--- src/rtl/dm_access_ctrl.sv ---
// Load/store sequencer between the MEM stage and a word-organised data memory.
// Splits word-crossing accesses into two aligned word accesses, merges and extends load data.
module dm_access_ctrl #(
    parameter int CNT_W = 16
) (
    input  logic             clk,
    input  logic             rst,
    input  logic             req_valid,
    output logic             req_ready,
    input  logic             req_we,
    input  logic [31:0]      req_addr,
    input  logic [2:0]       req_type,
    input  logic [31:0]      req_wdata,
    output logic             rsp_valid,
    output logic [31:0]      rsp_rdata,
    output logic             rsp_err,
    output logic [29:0]      mem_addr,
    output logic             mem_we,
    output logic [3:0]       mem_be,
    output logic [31:0]      mem_wdata,
    input  logic [31:0]      mem_rdata,
    output logic [CNT_W-1:0] split_cnt
);

    typedef enum logic [1:0] {IDLE, ACC0, ACC1, DONE} state_t;

    state_t state, state_nxt;

    logic             we_q;
    logic [31:0]      addr_q;
    logic [2:0]       type_q;
    logic [31:0]      wdata_q;
    logic             err_q;
    logic [31:0]      lo_q;
    logic [31:0]      hi_q;
    logic [CNT_W-1:0] cnt_q;
    logic [29:0]      mem_addr_q;
    logic [31:0]      mem_wdata_q;

    logic [1:0]  off;
    logic [3:0]  size;
    logic [3:0]  mask;
    logic        is_signed;
    logic        span2;
    logic [7:0]  be_wide;
    logic [63:0] wd_wide;
    logic [63:0] rd_wide;
    logic [31:0] raw;
    logic [31:0] ld_data;

    // Access geometry, all derived from the captured request.
    always_comb begin
        // NOTE: every combinational output gets a default first so no path leaves it unassigned (no latch).
        size      = 4'd1;
        mask      = 4'h1;
        is_signed = (type_q == 3'b001) || (type_q == 3'b011);
        case (type_q)
            3'b000:         begin size = 4'd4; mask = 4'hF; end
            3'b001, 3'b010: begin size = 4'd2; mask = 4'h3; end
            default:        begin size = 4'd1; mask = 4'h1; end
        endcase
    end

    assign off     = addr_q[1:0];
    assign span2   = ({2'b00, off} + size) > 4'd4;
    assign be_wide = {4'h0, mask} << off;
    assign wd_wide = {32'h0, wdata_q} << {off, 3'b000};
    assign rd_wide = {hi_q, lo_q} >> {off, 3'b000};
    assign raw     = rd_wide[31:0];

    always_comb begin
        ld_data = raw;
        case (size)
            4'd2:    ld_data = is_signed ? {{16{raw[15]}}, raw[15:0]} : {16'h0, raw[15:0]};
            4'd1:    ld_data = is_signed ? {{24{raw[7]}}, raw[7:0]} : {24'h0, raw[7:0]};
            default: ld_data = raw;
        endcase
    end

    // State register.
    always_ff @(posedge clk or posedge rst) begin
        if (rst) state <= IDLE;
        // NOTE: sequential state uses non-blocking assignment so all flops update from pre-edge values.
        else     state <= state_nxt;
    end

    // Next-state logic.
    always_comb begin
        state_nxt = state;
        case (state)
            IDLE:    if (req_valid) state_nxt = (req_type <= 3'b100) ? ACC0 : DONE;
            ACC0:    state_nxt = span2 ? ACC1 : DONE;
            ACC1:    state_nxt = DONE;
            DONE:    state_nxt = IDLE;
            default: state_nxt = IDLE;
        endcase
    end

    // Output logic; memory strobes are decoded from state so reset drops them immediately.
    always_comb begin
        req_ready = (state == IDLE);
        rsp_valid = (state == DONE);
        rsp_err   = (state == DONE) && err_q;
        rsp_rdata = (state == DONE && !err_q && !we_q) ? ld_data : 32'h0;
        mem_addr  = mem_addr_q;
        mem_wdata = mem_wdata_q;
        mem_we    = 1'b0;
        mem_be    = 4'h0;
        case (state)
            ACC0: begin
                mem_addr  = addr_q[31:2];
                mem_be    = be_wide[3:0];
                mem_wdata = wd_wide[31:0];
                mem_we    = we_q;
            end
            ACC1: begin
                mem_addr  = addr_q[31:2] + 30'd1;
                mem_be    = be_wide[7:4];
                mem_wdata = wd_wide[63:32];
                mem_we    = we_q;
            end
            default: ;
        endcase
    end

    // Request capture, load-data merge and split counter.
    always_ff @(posedge clk or posedge rst) begin
        if (rst) begin
            we_q        <= 1'b0;
            addr_q      <= 32'h0;
            type_q      <= 3'b000;
            wdata_q     <= 32'h0;
            err_q       <= 1'b0;
            lo_q        <= 32'h0;
            hi_q        <= 32'h0;
            cnt_q       <= '0;
            mem_addr_q  <= 30'h0;
            mem_wdata_q <= 32'h0;
        end else begin
            mem_addr_q  <= mem_addr;
            mem_wdata_q <= mem_wdata;
            case (state)
                IDLE: if (req_valid) begin
                    we_q    <= req_we;
                    addr_q  <= req_addr;
                    type_q  <= req_type;
                    wdata_q <= req_wdata;
                    err_q   <= (req_type > 3'b100);
                    lo_q    <= 32'h0;
                    hi_q    <= 32'h0;
                end
                ACC0: begin
                    if (!we_q) lo_q <= mem_rdata;
                    if (span2 && cnt_q != {CNT_W{1'b1}}) cnt_q <= cnt_q + 1'b1;
                end
                ACC1: if (!we_q) hi_q <= mem_rdata;
                default: ;
            endcase
        end
    end

    assign split_cnt = cnt_q;

endmodule

--- config.mk ---
export PLATFORM = sky130hd
export DESIGN_NAME = dm_access_ctrl
export DESIGN_NICKNAME = d
export VERILOG_FILES = /design/src/rtl/dm_access_ctrl.sv
export SDC_FILE = /design/constraint.sdc
export NUM_CORES = 1
export LEC_CHECK = 0
export BUFFER_PORTS_ARGS = -buffer_cell sky130_fd_sc_hd__buf_2
export CELL_PAD_IN_SITES_DETAIL_PLACEMENT = 0
export CELL_PAD_IN_SITES_GLOBAL_PLACEMENT = 1
export CORE_MARGIN = 2
export CORE_UTILIZATION = 39
export DETAILED_ROUTE_END_ITERATION = 7
export GPL_TIMING_DRIVEN = 0
export MAX_ROUTING_LAYER = met4
export PLACE_DENSITY = 0.74
export SLEW_MARGIN = 10
export SYNTH_ARGS = -nofsm -noshare
export SYNTH_HDL_FRONTEND = slang
export SYNTH_SLANG_ARGS = --single-unit
--- constraint.sdc ---
create_clock -name clk -period 5.67 [get_ports clk]
set_input_delay 0.567 -clock clk [delete_from_list [all_inputs] [get_ports clk]]
set_output_delay 0.567 -clock clk [all_outputs]
set_load 0.02 [all_outputs]
==> flow_metrics.env, run 1 <==
export IMPL_status="completed"
export IMPL_clock_sinks=205
export IMPL_grtUsageTotal_pct=25.0
export IMPL_drc=0
export IMPL_synthAdderAreaFrac_pct=1.24
export IMPL_clkPwrFrac_pct=16.6
export IMPL_synthXorXnorAreaFrac_pct=1.72
export IMPL_core_area_um2=27000
export IMPL_ys_warn_count=0
export IMPL_setup_tns_ps=0
export IMPL_worst_hold_path_type="in -> reg"
export IMPL_io_pins=221
export IMPL_clockBufferDepth=3
export IMPL_ir_drop_uv=362
export IMPL_total_power_uw=9030
export IMPL_slowest_stage="clkbuf_1"
export IMPL_clkTransAtPathRegs_ps=60
export IMPL_whs_ps=275
export IMPL_endpoint_kind="output port"
export IMPL_grt_pass1_vias=9100
export IMPL_synth_fp_nets=1140
export IMPL_port_buffers=220
export IMPL_p_leak_uw=0.00593
export IMPL_arrival_ps=3650
export IMPL_die_w_um=169
export IMPL_numCtsBuffers=24
export IMPL_syn2layout_area_growth_pct=22.7
export IMPL_fin_worst_skew_ps=11.3
export IMPL_wl_um=34800
export IMPL_fmax_mhz=237
export IMPL_critical_path_buf_inv_count=5
export IMPL_r2r_setup_slack_ps=2090
export IMPL_dp_final_hpwl_um=25900
export IMPL_p_sw_uw=4300
export IMPL_report_final_slew_viol_count=0
export IMPL_nets=1393
export IMPL_hold_violations=0
export IMPL_dr_pass1_iters=5
export IMPL_period_needed_ps=4210
export IMPL_num_rows=60
export IMPL_drt_iter0_markers=613
export IMPL_relSlewSlack_pct=37.4
export IMPL_finish_instance_area_um2=13100
export IMPL_gp_congestion=0.899
export IMPL_ant_nets=0
export IMPL_critPathLaunchType="flip-flop"
export IMPL_ys_seq_area_share_pct=48.0
export IMPL_seq_power_share_pct=29.0
export IMPL_die_area_um2=28700
export IMPL_synth_compound_area_share_pct=13.9
export IMPL_syn_inst=1027
export IMPL_crit_chain="inv_1 -> ha_1 -> clkbuf_1 -> nand2_1 -> clkbuf_1 -> clkbuf_1 -> o21ai_0 -> buf_2"
export IMPL_via_per_inst=5.55
export IMPL_crit_top_cell="clkbuf_1"
export IMPL_slowest_delay_ps=590
export IMPL_root_buffer="clkbuf_16"
export IMPL_p_comb_share_pct=54.4
export IMPL_post_route_util_pct=48.6
export IMPL_cpLargestDelayFamily="buffers and inverters"
export IMPL_worstPathRequired_ps=5100
export IMPL_synth_edf_count=0
export IMPL_grt_ovfl_total=0
export IMPL_cts_htree_levels=1
export IMPL_p_sw_share_pct=47.7
export IMPL_grt_max_degree=39
export IMPL_cap_violations=0
export IMPL_p_per_area_nw_per_um2=689
export IMPL_crit_type="reg -> out"
export IMPL_worstMarginPinSlew_ps=931
export IMPL_synthFlopType="dfrtp_1"
export IMPL_rsz0062_at_grt="false"
export IMPL_fillers=2608
export IMPL_synth_top_family_by_area="multiplexers"
export IMPL_post_route_period_util_pct=74.3
export IMPL_grt_first_pass_wirelength_um=53600
export IMPL_netlist_area_um2=10700
export IMPL_synthSimpleGateAreaFrac_pct=14.5
export IMPL_postCtsSetupBuffers=0
export IMPL_ys_types=60
export IMPL_grt_antenna_before_repair=4
export IMPL_cts_tree="yes"
export IMPL_crit_fanout=10
export IMPL_p_int_uw=4720
export IMPL_initial_core_util_pct=39.6
export IMPL_setup_viol=0
export IMPL_synthMuxAreaShare_pct=17.1
export IMPL_die_height_um=169
export IMPL_clk_latency_ps=520
export IMPL_synthArstFlopShare_pct=100
export IMPL_dpl_instance_area_um2=12300
export IMPL_vias=9111
export IMPL_routedWlPerCell_um=21.2
export IMPL_ys_seq_elements=205
export IMPL_syn_avg_cell_area_um2=10.4
export IMPL_drive_gt1_share_pct=30.9
[worst register-to-register path, delay by kind of cell (launching register included)]
family                     cells  cell delay (ps)
muxes                          1              320
DFF                            1              360
AOI/OAI and AO/OA              3             1350
and+or+nand+nor                1              180
adders and majority gates      2              660
buffers and inverters          4              590
[synthesized netlist by cell type, drive strengths merged (6+ instances only)]
cell	count	share of area [%]
mux2i	16	1.5
a221oi	12	0.98
xnor2	11	0.90
a21oi	38	1.8
clkbuf	48	1.7
nor2b	8	0.47
ha	9	1.1
nand4	15	0.88
and3	14	0.82
nor3	8	0.37
a31oi	10	0.59
nand3	22	1.0
a221o	11	1.0
inv	17	0.60
mux4	32	6.7
o2bb2ai	14	1.1
buf	25	1.1
mux2	84	8.9
and2	6	0.35
and4	6	0.49
nor4	8	0.59
o21a	16	1.1
dfrtp	205	48
o21ai	94	4.4
nor2	81	2.9
nand2	153	5.4
xor2	10	0.82
a22oi	14	0.98
[cells by family after synthesis]
| kind of cell | count (synthesis) |
|---|---|
| buffers and inverters | 90 |
| AOI/OAI and AO/OA | 230 |
| DFF | 205 |
| adders and majority gates | 10 |
| muxes | 132 |
| and+or+nand+nor | 339 |
| xor gates and xnor gates | 21 |
[path summary, 6_finish.rpt]
path | startpoint | cells past startpoint | end
hold / removal | req_wdata[21] | 2 | wdata_q[21]
max in group asynchronous | rst | 7 | mem_addr_q[17]
min in group asynchronous | rst | 3 | lo_q[18]
setup reg to reg | type_q[2] | 11 | split_cnt[1]
setup / recovery | state[1] | 8 | mem_wdata[21]
hold reg to reg | split_cnt[13] | 1 | split_cnt[13]
[sequential cells by signal, summed over array words and instances, names as in the netlist]
signal / count
wdata_q: 32
state: 2
mem_wdata_q: 32
addr_q: 32
split_cnt: 16
hi_q: 24
err_q: 1
type_q: 3
we_q: 1
mem_addr_q: 30
lo_q: 32
[stage by stage]
| stage | setup slack [ps] | cells |
|---|---|---|
| CTS | 1460 | 1637 |
| finish | 1460 | 1641 |
| floorplan | 2440 | 1027 |
| detailed placement | 2030 | 1594 |
| global route | 1210 | 1641 |
| global placement | 1030 | 1588 |
[cells in the final DEF (no fill, tap or decap), drive strengths merged, types with 10 or more instances in the layout]
| cell type | n |
|---|---|
| xnor2 | 11 |
| o21ai | 94 |
| nand2 | 153 |
| mux4 | 32 |
| xor2 | 10 |
| nor2 | 81 |
| nand3 | 22 |
| o21a | 16 |
| dfrtp | 205 |
| mux2i | 16 |
| a31oi | 10 |
| nand4 | 15 |
| a22oi | 14 |
| a221o | 11 |
| mux2 | 84 |
| a21oi | 38 |
| buf | 251 |
| and3 | 14 |
| o2bb2ai | 14 |
| clkbuf | 84 |
| inv | 16 |
| a221oi | 12 |
[routing by layer]
metal | vias up | routed length (um) | GRT usage (%)
met2 | 337 | 15800 | 37.4
met4 | 0 | 1150 | 7.73
met3 | 72 | 2220 | 4.41
li1 | 4236 | - | -
met1 | 4466 | 15600 | 34.7
met5 | - | 0 | -
[power groups by stage]
stage	Combinational, uW	Clock [uW]	Sequential, uW
floorplan	3330	0	2440
global placement	4840	0	2600
detailed placement	4900	0	2620
CTS	4930	1530	2600
global route	5360	1590	2690
finish	4910	1500	2610
[what timing repair did]
action / in CTS / in global routing
hold endpoints to repair: 6 / 0
hold buffers: 1 / 0
gates resized for setup: 0 / 0
[layout make-up]
class / count / area (um^2) / area share, %
Multi-Input combinational cell: 732 / 5180 / 39.5
Clock buffer: 36 / 697 / 5.32
Inverter: 17 / 67.6 / 0.516
Antenna cell: 4 / 10.0 / 0.0764
Sequential cell: 205 / 5130 / 39.1
Buffer: 73 / 302 / 2.30
Timing Repair Buffer: 227 / 1230 / 9.39
Tap cell: 341 / 427 / 3.26
Clock inverter: 6 / 58.8 / 0.449
No activity file was read; power rests on OpenSTA's default activity.
==> run 2, diff against run 1 <==
==> constraint.sdc (replaced) <==
create_clock -name clk -period 3.7 [get_ports clk]
set_input_delay 0.37 -clock clk [delete_from_list [all_inputs] [get_ports clk]]
set_output_delay 0.37 -clock clk [all_outputs]
set_load 0.02 [all_outputs]
==> run 2 against run 1 <==
  * Cell count unchanged
  * First-iteration DRC count decreased by 1.8%
  * Total power grew 54%
==> flow_metrics.env, run 2 (synthesis results as in run 1) <==
export IMPL_vias=9110
export IMPL_ff2ff_path_depth=11
export IMPL_p_per_area_nw_per_um2=1060
export IMPL_wl_um=34900
export IMPL_slowest_stage="nor3_1"
export IMPL_worstMarginPinSlew_ps=952
export IMPL_period_needed_ps=3500
export IMPL_final_common_cell="buf_2"
export IMPL_grtUsageTotal_pct=25.0
export IMPL_syn2layout_area_growth_pct=22.8
export IMPL_hold_violations=0
export IMPL_r2r_start="type_q[2]"
export IMPL_clk_latency_ps=520
export IMPL_core_area_um2=27000
export IMPL_setup_viol=0
export IMPL_gp_congestion=0.899
export IMPL_endpoint_kind="output port"
export IMPL_clock_sinks=205
export IMPL_ir_drop_uv=553
export IMPL_p_int_uw=7240
export IMPL_cts_htree_levels=1
export IMPL_cp_depth=8
export IMPL_p_sw_uw=6620
export IMPL_whs_ps=79.4
export IMPL_num_rows=60
export IMPL_postCtsSetupBuffers=0
export IMPL_fin_worst_skew_ps=10.6
export IMPL_arrival_ps=3130
export IMPL_crit_fanout=10
export IMPL_die_w_um=169
export IMPL_grt_ovfl_total=0
export IMPL_nets=1393
export IMPL_numCtsBuffers=24
export IMPL_grt_max_degree=39
export IMPL_cts_tree="yes"
export IMPL_p_comb_share_pct=54.5
export IMPL_root_buffer="clkbuf_16"
export IMPL_rsz0062_at_grt="false"
export IMPL_ant_nets=0
export IMPL_critical_path_buf_inv_count=4
export IMPL_p_leak_uw=0.00595
export IMPL_io_pins=221
export IMPL_crit_type="reg -> out"
export IMPL_grt_pass1_vias=9106
export IMPL_report_final_slew_viol_count=0
export IMPL_port_buffers=220
export IMPL_post_route_period_util_pct=94.5
export IMPL_crit_start="state[1]"
export IMPL_via_per_inst=5.55
export IMPL_dp_final_hpwl_um=25900
export IMPL_cap_violations=0
export IMPL_relSlewSlack_pct=36.0
export IMPL_timing_rr_end="split_cnt[1]"
export IMPL_crit_path_end="mem_wdata[21]"
export IMPL_grt_first_pass_wirelength_um=53600
export IMPL_die_area_um2=28700
export IMPL_fillers=2610
export IMPL_clockBufferDepth=3
export IMPL_worst_hold_path_type="in -> reg"
export IMPL_p_sw_share_pct=47.7
export IMPL_die_height_um=169
export IMPL_clkTransAtPathRegs_ps=60
export IMPL_status="completed"
export IMPL_critPathLaunchType="flip-flop"
export IMPL_post_route_util_pct=48.7
export IMPL_r2r_setup_slack_ps=440
export IMPL_initial_core_util_pct=39.6
export IMPL_mostFrequentLayoutCells="buf_2 (233), dfrtp_1 (205), nand2_1 (153)"
export IMPL_slowest_delay_ps=800
export IMPL_drive_gt1_share_pct=31.3
export IMPL_drc=0
export IMPL_grt_antenna_before_repair=4
export IMPL_worstPathRequired_ps=3330
export IMPL_crit_chain="inv_1 -> ha_1 -> clkbuf_2 -> inv_2 -> nor3_1 -> a22oi_1 -> o21ai_0 -> buf_2"
export IMPL_dr_pass1_iters=5
export IMPL_routedWlPerCell_um=21.2
export IMPL_fmax_mhz=286
export IMPL_cpLargestDelayFamily="simple AND/OR/NAND/NOR gates"
export IMPL_seq_power_share_pct=28.9
export IMPL_drt_iter0_markers=602
export IMPL_clkPwrFrac_pct=16.6
run 2: layout make-up:
class | count | area (um^2) | share of cell area [%]
Antenna cell | 4 | 10.0 | 0.0763
Buffer | 73 | 308 | 2.35
Clock buffer | 36 | 697 | 5.31
Clock inverter | 6 | 58.8 | 0.448
Inverter | 17 | 67.6 | 0.515
Multi-Input combinational cell | 732 | 5190 | 39.5
Sequential cell | 205 | 5130 | 39.1
Tap cell | 341 | 427 | 3.25
Timing Repair Buffer | 227 | 1230 | 9.39
run 2: layer usage:
metal	GRT usage [%]	wire length (um)
met1	34.7	15700
met2	37.5	15800
met3	4.41	2210
met4	7.73	1140
met5	-	0
run 2: worst reg2reg max path, cell delays in order, from the launching register on:
cell and delay (ps):
dfrtp_1 360, clkbuf_1 190, a21oi_2 470, inv_1 140
ha_1 220, inv_1 70, fa_1 410, and2_1 180
o32ai_4 390, o211a_1 210, buf_4 170, mux2_1 320
run 2: how the worst min path moves through the flow:
stage	from	to	slack (ps)	cells past startpoint
6_report	req_addr[29]	addr_q[29]	80	2
5_1_grt	req_wdata[16]	wdata_q[16]	70	2
4_1_cts	req_wdata[21]	wdata_q[21]	70	2
3_5_place_dp	rst	lo_q[18]	300	2
3_3_place_gp	hi_q[16]	hi_q[16]	460	2
2_1_floorplan	hi_q[16]	hi_q[16]	440	2
run 2: stage by stage:
step	area (um^2)	power [uW]	instances	setup TNS [ps]	worst slack, ps
final	13100	13900	1641	0	204
after CTS	13100	13900	1637	0	5.14
after global placement	12200	11400	1588	-148290	-742
after global routing	13100	14800	1641	0	31.0
after floorplan	10700	8850	1027	0	672
after detailed placement	12300	11500	1594	0	161
run 2: what timing repair did:
| item | in CTS | in global routing |
|---|---|---|
| hold endpoints to repair | 6 | 0 |
| endpoints found under the setup margin | 11 | 36 |
| gates resized for setup | 3 | 5 |
| gates cloned | 0 | 0 |
| hold buffers | 1 | 0 |
| pin swaps | 0 | 0 |
run 2: power by group through the flow:
stage,logic (uW),registers [uW],clock network (uW)
2_1_floorplan,5110,3740,0
3_3_place_gp,7420,3980,0
3_5_place_dp,7510,4010,0
4_1_cts,7560,3980,2340
5_1_grt,8230,4120,2430
6_report,7560,4000,2300
==> run 3, diff against run 2 <==
--- a/config.mk
+++ b/config.mk
@@ -8,12 +8,13 @@
 export BUFFER_PORTS_ARGS = -buffer_cell sky130_fd_sc_hd__buf_2
 export CELL_PAD_IN_SITES_DETAIL_PLACEMENT = 0
 export CELL_PAD_IN_SITES_GLOBAL_PLACEMENT = 1
+export CORE_ASPECT_RATIO = 0.7
 export CORE_MARGIN = 2
-export CORE_UTILIZATION = 39
+export CORE_UTILIZATION = 46
 export DETAILED_ROUTE_END_ITERATION = 7
 export GPL_TIMING_DRIVEN = 0
 export MAX_ROUTING_LAYER = met4
-export PLACE_DENSITY = 0.74
+export PLACE_DENSITY = 0.83
 export SLEW_MARGIN = 10
 export SYNTH_ARGS = -nofsm -noshare
 export SYNTH_HDL_FRONTEND = slang
==> constraint.sdc (replaced) <==
create_clock -name clk -period 4.1 [get_ports clk]
set_input_delay 0.41 -clock clk [delete_from_list [all_inputs] [get_ports clk]]
set_output_delay 0.41 -clock clk [all_outputs]
set_load 0.02 [all_outputs]
==> run 3 against run 2 <==
  * Sequential cell count unchanged
  * Combinational power down 9.0%
  * Routed wire length is 1.3% lower
  * Critical endpoint unchanged
  * Sequential share of layout area grew 0.28 points
  * Register-to-register slack better by 100 ps
  * Clock power shrank 15%
  * Via count rose by 2.4%
  * Critical path type unchanged
==> flow_metrics.env, run 3 (synthesis results as in run 1) <==
export IMPL_cts_htree_levels=1
export IMPL_numCtsBuffers=22
export IMPL_post_route_period_util_pct=94.3
export IMPL_slowest_delay_ps=570
export IMPL_crit_chain="inv_1 -> ha_1 -> clkbuf_2 -> nand2_1 -> clkbuf_1 -> clkbuf_1 -> o21ai_0 -> buf_2"
export IMPL_gp_congestion=0.928
export IMPL_grt_antenna_before_repair=4
export IMPL_p_per_area_nw_per_um2=957
export IMPL_drive_gt1_share_pct=31.3
export IMPL_grt_first_pass_wirelength_um=52300
export IMPL_crit_type="reg -> out"
export IMPL_worst_hold_path_type="in -> reg"
export IMPL_core_area_um2=22700
export IMPL_dr_pass1_iters=6
export IMPL_clkTransAtPathRegs_ps=60
export IMPL_finish_instance_area_um2=13000
export IMPL_grt_ovfl_total=0
export IMPL_setup_viol=0
export IMPL_final_common_cell="buf_2"
export IMPL_status="completed"
export IMPL_via_per_inst=5.80
export IMPL_grt_max_degree=39
export IMPL_worstPathRequired_ps=3690
export IMPL_routedWlPerCell_um=21.4
export IMPL_die_height_um=131
export IMPL_critical_path_buf_inv_count=5
export IMPL_slowest_stage="clkbuf_1"
export IMPL_fmax_mhz=259
export IMPL_dp_final_hpwl_um=25300
export IMPL_io_pins=221
export IMPL_crit_fanout=10
export IMPL_pre_cts_slack_ps=567
export IMPL_clock_sinks=205
export IMPL_period_needed_ps=3870
export IMPL_critPathLaunchType="flip-flop"
export IMPL_worstMarginPinSlew_ps=951
export IMPL_initial_core_util_pct=47.0
export IMPL_mostFrequentLayoutCells="buf_2 (233), dfrtp_1 (205), nand2_1 (153)"
export IMPL_grtUsageTotal_pct=29.0
export IMPL_syn2layout_area_growth_pct=21.9
export IMPL_rsz0062_at_grt="false"
export IMPL_dpl_instance_area_um2=12300
export IMPL_arrival_ps=3460
export IMPL_die_w_um=186
export IMPL_die_area_um2=24500
export IMPL_endpoint_kind="output port"
export IMPL_hold_violations=0
export IMPL_drc=0
export IMPL_nets=1391
export IMPL_setup_tns_ps=0
export IMPL_grt_pass1_vias=8850
export IMPL_num_rows=46
export IMPL_layout_cells_non_filler=1607
export IMPL_ant_nets=0
export IMPL_drt_iter0_markers=841
export IMPL_p_leak_uw=0.00591
export IMPL_placed_cells=1565
export IMPL_clockBufferDepth=3
export IMPL_wl_um=34400
export IMPL_crit_top_cell="clkbuf_1"
export IMPL_root_buffer="clkbuf_16"
export IMPL_cpLargestDelayFamily="buffers and inverters"
export IMPL_cts_tree="yes"
export IMPL_cap_violations=0
export IMPL_port_buffers=220
export IMPL_relSlewSlack_pct=36.3
export IMPL_clk_latency_ps=520
export IMPL_setup_ws_ps=232
export IMPL_fin_worst_skew_ps=8.61
export IMPL_ir_drop_uv=487
export IMPL_report_final_slew_viol_count=0
export IMPL_vias=9327
[run 3: worst paths after layout]
path / start / end / slack (ps) / depth (start not counted)
max reg2reg: type_q[2] / split_cnt[1] / 540 / 11
min reg2reg: hi_q[18] / hi_q[18] / 490 / 2
min in group asynchronous: rst / split_cnt[1] / 480 / 4
max in group asynchronous: rst / wdata_q[18] / 2870 / 6
max: state[0] / mem_wdata[21] / 230 / 8
min: req_addr[23] / addr_q[23] / 120 / 2
[run 3: metrics by stage]
| step | utilization, % | power, uW | hold WS, ps |
|---|---|---|---|
| final | 57.3 | 12500 | 120 |
| after global routing | 57.3 | 13200 | 106 |
| after CTS | 57.2 | 12400 | 104 |
| after detailed placement | 54.1 | 10400 | 466 |
| after global placement | 53.5 | 10300 | 463 |
| after floorplan | - | 7980 | 445 |
[run 3: what timing repair did]
action,in CTS,in global routing
setup buffers,0,0
endpoints found under the setup margin,0,3
hold buffers,1,0
resized for setup,0,5
endpoints found under the hold margin,32,0
[run 3: final cells by class]
class,instances,area [um^2]
clock inverters,9,87.6
fillers,2026,9710
multi-input cells,732,5190
repair buffers,227,1230
well taps,312,390
diodes,4,10.0
clock buffers,28,613
flip-flops and latches,205,5130
plain buffers,73,304
inverters,17,67.6
[run 3: worst register-to-register path, delay by kind of cell, from the launching register on]
kind            cells  cell delay, ps
compound gates      3            1360
fa+ha+maj           2             640
buf+inv             4             590
flops               1             350
mux                 1             330
simple gates        1             170
[run 3: where the power goes]
| group | leakage (uW) | switching (uW) | internal, uW |
|---|---|---|---|
| clock network | 0.000348 | 832 | 1120 |
| logic | 0.00296 | 4480 | 2400 |
| registers | 0.00261 | 726 | 2890 |
[run 3: routing by layer]
layer / vias to the layer above / share of wire (%) / wire length (um) / GRT usage (%)
li1: 4224 / - / - / -
met1: 4588 / 46 / 15900 / 43.8
met5: - / 0 / 0 / -
met2: 465 / 41 / 14300 / 39.5
met3: 50 / 11 / 3690 / 7.62
met4: 0 / 1.7 / 580 / 4.90
